**src/rtl/rst_seq_pkg.sv**
```systemverilog
// Shared types and constants for the reset sequencer, plus a parameter-range
// check that the top evaluates at elaboration.
package rst_seq_pkg;

    typedef enum logic [1:0] {
        HOLD,
        RELEASE,
        RUN,
        FORCE
    } state_t;

    localparam int LOCK_CNT_W = 8;

    function automatic bit params_ok(int nb_stages, int stage_delay,
                                     int lock_filter, int sw_rst_min);
        return (nb_stages >= 1) && (nb_stages <= 8) && (stage_delay >= 1) &&
               (lock_filter >= 1) && (sw_rst_min >= 1);
    endfunction

endpackage

```
**src/rtl/rst_seq_sync2.sv**
```systemverilog
// Generic two-flop level synchronizer with async active-low reset to 0.
module sync2 (
    input  logic clk,
    input  logic nrst,
    input  logic d,
    output logic q
);

    logic meta_q;
    logic sync_q;

    always_ff @(posedge clk or negedge nrst) begin
        if (!nrst) begin
            meta_q <= 1'b0;
            sync_q <= 1'b0;
        end else begin
            meta_q <= d;
            sync_q <= meta_q;
        end
    end

    assign q = sync_q;

endmodule

```
**src/rtl/rst_seq.sv**
```systemverilog
// Reset sequencer: qualifies PLL lock, releases per-domain resets in a staggered
// ascending order, and re-asserts them all together on lock loss or sw_rst.
module rst_seq
    import rst_seq_pkg::*;
#(
    parameter int NB_STAGES   = 3,
    parameter int STAGE_DELAY = 16,
    parameter int LOCK_FILTER = 8,
    parameter int SW_RST_MIN  = 4
) (
    input  logic                  clk,
    input  logic                  nrst,
    input  logic                  pll_locked,
    input  logic                  sw_rst,
    output logic [NB_STAGES-1:0]  stage_nrst,
    output logic                  ready,
    output logic [LOCK_CNT_W-1:0] lock_lost_cnt
);

    localparam int CNT_W  = $clog2(NB_STAGES * STAGE_DELAY + 1);
    localparam int FILT_W = $clog2(LOCK_FILTER + 1);
    localparam int FCNT_W = (SW_RST_MIN > 1) ? $clog2(SW_RST_MIN) : 1;

    if (!params_ok(NB_STAGES, STAGE_DELAY, LOCK_FILTER, SW_RST_MIN)) begin : g_bad_params
        $error("rst_seq: parameter out of legal range");
    end

    state_t                 state_q, state_d;
    logic [CNT_W-1:0]       cnt_q, cnt_d;
    logic [FILT_W-1:0]      filt_q, filt_d;
    logic [FCNT_W-1:0]      fcnt_q, fcnt_d;
    logic [NB_STAGES-1:0]   stage_q, stage_d;
    logic                   ready_q, ready_d;
    logic [LOCK_CNT_W-1:0]  llc_q, llc_d;
    logic                   lk;
    logic                   lost;

    sync2 u_lock_sync (
        .clk  (clk),
        .nrst (nrst),
        .d    (pll_locked),
        .q    (lk)
    );

    assign lost = ((state_q == RELEASE) || (state_q == RUN)) && !lk;

    always_comb begin
        state_d = state_q;
        cnt_d   = cnt_q;
        filt_d  = filt_q;
        fcnt_d  = fcnt_q;
        stage_d = stage_q;
        ready_d = ready_q;
        llc_d   = llc_q;

        // Lock loss is counted even when a simultaneous sw_rst takes priority.
        if (lost && (llc_q != '1)) llc_d = llc_q + 1'b1;

        if (sw_rst) begin
            state_d = FORCE;
            fcnt_d  = FCNT_W'(SW_RST_MIN - 1);
            stage_d = '0;
            ready_d = 1'b0;
            filt_d  = '0;
            cnt_d   = '0;
        end else if (lost) begin
            state_d = HOLD;
            stage_d = '0;
            ready_d = 1'b0;
            filt_d  = '0;
            cnt_d   = '0;
        end else begin
            case (state_q)
                HOLD: begin
                    stage_d = '0;
                    ready_d = 1'b0;
                    if (!lk) begin
                        filt_d = '0;
                    end else if (filt_q == FILT_W'(LOCK_FILTER - 1)) begin
                        state_d = RELEASE;
                        filt_d  = '0;
                        cnt_d   = '0;
                    end else begin
                        filt_d = filt_q + 1'b1;
                    end
                end
                RELEASE: begin
                    cnt_d = cnt_q + 1'b1;
                    for (int i = 0; i < NB_STAGES; i++) begin
                        if (cnt_d == CNT_W'((i + 1) * STAGE_DELAY)) stage_d[i] = 1'b1;
                    end
                    if (cnt_d == CNT_W'(NB_STAGES * STAGE_DELAY)) state_d = RUN;
                end
                RUN: begin
                    stage_d = '1;
                    ready_d = 1'b1;
                end
                FORCE: begin
                    stage_d = '0;
                    ready_d = 1'b0;
                    if (fcnt_q == '0) begin
                        state_d = HOLD;
                        filt_d  = '0;
                    end else begin
                        fcnt_d = fcnt_q - 1'b1;
                    end
                end
                default: state_d = HOLD;
            endcase
        end
    end

    always_ff @(posedge clk or negedge nrst) begin
        if (!nrst) begin
            state_q <= HOLD;
            cnt_q   <= '0;
            filt_q  <= '0;
            fcnt_q  <= '0;
            stage_q <= '0;
            ready_q <= 1'b0;
            llc_q   <= '0;
        end else begin
            state_q <= state_d;
            cnt_q   <= cnt_d;
            filt_q  <= filt_d;
            fcnt_q  <= fcnt_d;
            stage_q <= stage_d;
            ready_q <= ready_d;
            llc_q   <= llc_d;
        end
    end

    assign stage_nrst    = stage_q;
    assign ready         = ready_q;
    assign lock_lost_cnt = llc_q;

endmodule

```
**config.mk**
```make
export PLATFORM = sky130hd
export DESIGN_NAME = rst_seq
export DESIGN_NICKNAME = d
export VERILOG_FILES = /design/src/rtl/rst_seq_pkg.sv /design/src/rtl/rst_seq_sync2.sv /design/src/rtl/rst_seq.sv
export SDC_FILE = /design/constraint.sdc
export NUM_CORES = 1
export LEC_CHECK = 0
export CAP_MARGIN = 40
export CORE_MARGIN = 4
export CORE_UTILIZATION = 55
export CTS_BUF_LIST = sky130_fd_sc_hd__clkbuf_8
export DETAILED_ROUTE_END_ITERATION = 7
export GPL_TIMING_DRIVEN = 0
export PLACE_DENSITY = 0.78
export SETUP_SLACK_MARGIN = 0.05
export SYNTH_ARGS = -nofsm -noshare
export SYNTH_HDL_FRONTEND = slang
export SYNTH_HIERARCHICAL = 1
export SYNTH_SLANG_ARGS = --single-unit
```
**constraint.sdc**
```tcl
create_clock -name clk -period 2.4 [get_ports clk]
set_clock_uncertainty 0.05 [all_clocks]
set_input_delay 0.48 -clock clk [delete_from_list [all_inputs] [get_ports clk]]
set_output_delay 0.48 -clock clk [all_outputs]
set_load 0.05 [all_outputs]
```
==> Flow_metrics.wiki <==
{| class="wikitable"
! Metric !! Value
|-
| Result of the run || complete, no violations
|-
| Max stage delay on crit path || roughly 0.84 ns
|-
| DRC violation total after the first TritonRoute iteration || 36
|-
| Post-synthesis to final-layout area growth || 17.94%
|-
| Number of maximum-capacitance violations || 0
|-
| Die height || between 60 and 70 microns
|-
| Number of clock buffers inserted by TritonCTS || 3
|-
| Fill cell count || between 150 and 200
|-
| Final Net Count || approximately 180
|-
| XOR/XNOR share of the synthesized area || around 5.2%
|-
| Synth cell types || 33
|-
| Number of hold-slack violations in the final timing report || 0
|-
| Total gr overflow || 0
|-
| Share of flip-flops with an asynchronous set or reset || 100.0%
|-
| Pin count of the biggest net entering global routing || 17
|-
| Number of warnings issued by yosys || 6
|-
| Launching element type of the critical path || register
|-
| Core Rows || 18
|-
| Placed cell count || roughly 190
|-
| Dominant combinational cell family by area after synthesis || simple AND/OR/NAND/NOR gates
|-
| Maximum achievable frequency || between 0.4 and 0.5 GHz
|-
| Count of flip-flops with a built-in enable after synthesis || 0
|-
| Number of pins with negative max-slew slack in the final report || 0
|-
| Area share of fa/ha/maj cells after synthesis || under 10%
|-
| I/O pins || 16
|-
| Sinks on the clock net || 28
|-
| Met1 track demand over resource || approximately 22%
|-
| Most area-hungry cell type in the Yosys netlist || sky130_fd_sc_hd__dfrtp_1
|-
| Starting utilization of the core area || between 50% and 60%
|-
| Most used routing layer in global routing || met2
|-
| Area of the multi-input gates || between 700 and 800 sq um
|-
| Synthesized area || 0.001506 sq mm
|-
| Data arrival at the endpoint of the critical path || between 1.5 and 2 ns
|-
| Static Leak || approximately 0.80 nW
|-
| Final setup viols || 0
|-
| Class of the most critical setup path || register to output pin
|-
| Accumulated negative setup slack || 0 ns
|-
| DP Wirelength || between 2000 and 2500 microns
|-
| Compound-cell area share of the yosys netlist || between 10% and 20%
|-
| Synthesized flop and latch total || 28
|-
| DRT antenna net count || 0
|-
| Most used flip-flop cell after synthesis || sky130_fd_sc_hd__dfrtp_1
|-
| Per-instance average area after synthesis || just over 10 sq um
|-
| CP max-delay cell || sky130_fd_sc_hd__clkdlybuf4s50_1
|-
| Area share of and/or/nand/nor cells after synthesis || around a fifth
|-
| Via-per-instance ratio || 5.773
|-
| Area of the placeable core || ~0.0025 sq mm
|-
| Hold path startpoint || u_lock_sync/meta_q
|-
| Met3 Resource Use GR || 3.617%
|-
| Clock network latency to the later pin of the worst-skew pair || roughly 0.28 ns
|-
| Max Fanout on Critical Path || 3
|-
| Area share of the leading cell type in the synthesized netlist || 46.51%
|-
| Global-route wire length before repair || 4781 microns
|-
| Initial antenna violation count || 0
|-
| Routability Congestion || between 0.8 and 0.9
|-
| Actual slew at the worst max-slew pin || between 0.6 and 0.7 ns
|-
| Largest delay share family, worst path || buffers and inverters
|-
| Die extent in x || slightly above 60 microns
|-
| Buffers & Inverters on Critical Path || 1
|-
| Layout Cells excl Fill || ~200
|-
| Buffer type at the clock tree root || sky130_fd_sc_hd__clkbuf_8
|-
| Count of inserted antenna diode cells || 0
|-
| Total Die Area || approximately 0.0036 sq mm
|-
| Max_slew headroom || about 56%
|-
| Sequential cell area || 700.7 sq um
|-
| Post-Route WL || about 2800 microns
|-
| Startpoint of the worst setup timing path || lock_lost_cnt[7]
|-
| Period minus WS final || 2.102 ns
|-
| Worst Hold Margin || approximately 0.31 ns
|-
| Worst r2r src || state_q[0]
|-
| RSZ-0062 raised after global routing || false
|-
| Number of global-route vias before repair || between 1000 and 1500
|-
| Post-CTS clock slew at the launch and capture registers of the worst setup and hold paths || 0.09 ns
|-
| Portion of the post-synthesis area used by sequential elements || 46.51%
|-
| Worst Setup End Kind || output pin
|-
| Number of cells produced by synthesis || about 150
|-
| Power density cells || roughly 1100 mW/mm^2
|-
| Remaining routing DRC violations || 0
|-
| DR WL/cell || roughly 14 microns
|-
| Fraction of the core area covered by cells at the end of the flow || between 60% and 70%
|-
| Post-synth net total || 161
|-
| Data required time at the worst endpoint || about 1.9 ns
|-
| Maximum ir drop on the vdd rail || between 0.0009 and 0.001 V
|-
| Hold crit path type || register to register
|-
| Aggregate global-route resource usage || about 18%
|-
| Top cells by area, synth || sky130_fd_sc_hd__dfrtp_1, sky130_fd_sc_hd__ha_1, sky130_fd_sc_hd__o21ai_0
|-
| Multiplexer share of the synthesized area || 4.983%
|-
| Detailed-routing iteration count for the pre-antenna-repair pass || 4
|-
| CTS tree || yes
|-
| Crit-path cells || clkdlybuf4s50_1
|-
| Share of cells above drive strength 1 || between 8 and 9%
|-
| Max Root-Sink Buffers || 2
|-
| Period Utilization, post-route || ~88%
|-
| Buffers inserted by post-CTS timing repair || 0
|-
| Number of input and output port buffers inserted || 15
|-
| Number of cells upsized or downsized after cts || 0
|-
| Met2 usage || just under 30%
|-
| Final total power || 1.978 mW
|-
| H-tree levels || 1
|-
| DR vias || around 1100
|-
| Count of hold-fix buffers inserted at cts || 0
|}
## cells by family (layout without fill, tap and decap cells)
family,after synthesis,count (layout)
compound gates,29,29
fa+ha+maj,9,9
xor+xnor,9,9
mux,7,7
buf+inv,9,29
flops,28,28
simple gates,57,57
## synth_stat cells, drive strengths merged (2+ instances only)
master / instances
dfrtp: 28
nand3: 7
nand2: 16
o21ai: 13
mux2i: 3
ha: 9
a21oi: 5
nand2b: 3
o31ai: 5
inv: 7
xor2: 3
nor2b: 6
and3: 2
mux2: 4
and3b: 2
xnor2: 6
nor2: 11
nor3: 2
or3b: 2
a31oi: 2
## state kept, by name, summed over array words and instances (netlist names)
register	cells
u_lock_sync/q	1
filt_q	4
fcnt_q	2
cnt_q	6
ready	1
stage_nrst	3
u_lock_sync/meta_q	1
lock_lost_cnt	8
state_q	2
## where the power goes
group / internal, mW / switching [mW]
sequential: 0.589 / 0.108
clock: 0.147 / 0.147
combinational: 0.388 / 0.600
total: 1.12 / 0.854
## placed cells by master (no fill, tap or decap), types with 2 or more instances in the layout
| master | count |
|---|---|
| sky130_fd_sc_hd__a21oi_1 | 5 |
| sky130_fd_sc_hd__and3_1 | 2 |
| sky130_fd_sc_hd__and3b_1 | 2 |
| sky130_fd_sc_hd__clkbuf_8 | 4 |
| sky130_fd_sc_hd__clkdlybuf4s50_1 | 15 |
| sky130_fd_sc_hd__dfrtp_1 | 28 |
| sky130_fd_sc_hd__ha_1 | 9 |
| sky130_fd_sc_hd__inv_1 | 7 |
| sky130_fd_sc_hd__mux2_2 | 4 |
| sky130_fd_sc_hd__mux2i_1 | 3 |
| sky130_fd_sc_hd__nand2_1 | 16 |
| sky130_fd_sc_hd__nand2b_1 | 3 |
| sky130_fd_sc_hd__nand3_1 | 7 |
| sky130_fd_sc_hd__nor2_1 | 11 |
| sky130_fd_sc_hd__nor2b_1 | 6 |
| sky130_fd_sc_hd__nor3_1 | 2 |
| sky130_fd_sc_hd__o21ai_0 | 13 |
| sky130_fd_sc_hd__o31ai_1 | 5 |
| sky130_fd_sc_hd__or3b_2 | 2 |
| sky130_fd_sc_hd__xnor2_1 | 6 |
| sky130_fd_sc_hd__xor2_1 | 3 |
## per-layer routing
layer,vias up,routed length (microns),part of all wire (%)
li1,552,-,-
met1,554,1325,47
met2,32,1281,46
met3,5,125,4.5
met4,0,59,2.1
met5,-,0,0
## final cells by class
type / count / area share [%]
multi-input cells: 111 / 43.03
flip-flops and latches: 28 / 39.44
repair buffers: 16 / 10.00
clock buffers: 4 / 3.099
well taps: 30 / 2.113
inverters: 7 / 1.479
plain buffers: 2 / 0.8451
## final timing paths
kind / to / slack (ns) / cells past startpoint
min: u_lock_sync/q / 0.31 / 0
max: lock_lost_cnt[7] / 0.30 / 1
max in group asynchronous: cnt_q[0] / 1.25 / 2
min in group asynchronous: state_q[0] / 0.55 / 1
max reg2reg: cnt_q[4] / 0.41 / 8
min reg2reg: u_lock_sync/q / 0.31 / 0
## stage by stage
| step | instance area (sq um) | setup WS (ns) |
|---|---|---|
| 2_1_floorplan | 1506 | 0.4558 |
| 3_3_place_gp | 1694 | 0.3118 |
| 3_5_place_dp | 1722 | 0.2295 |
| 4_1_cts | 1777 | 0.2840 |
| 5_1_grt | 1777 | 0.2522 |
| 6_report | 1777 | 0.2982 |
Power figures use the tool's default switching activity.
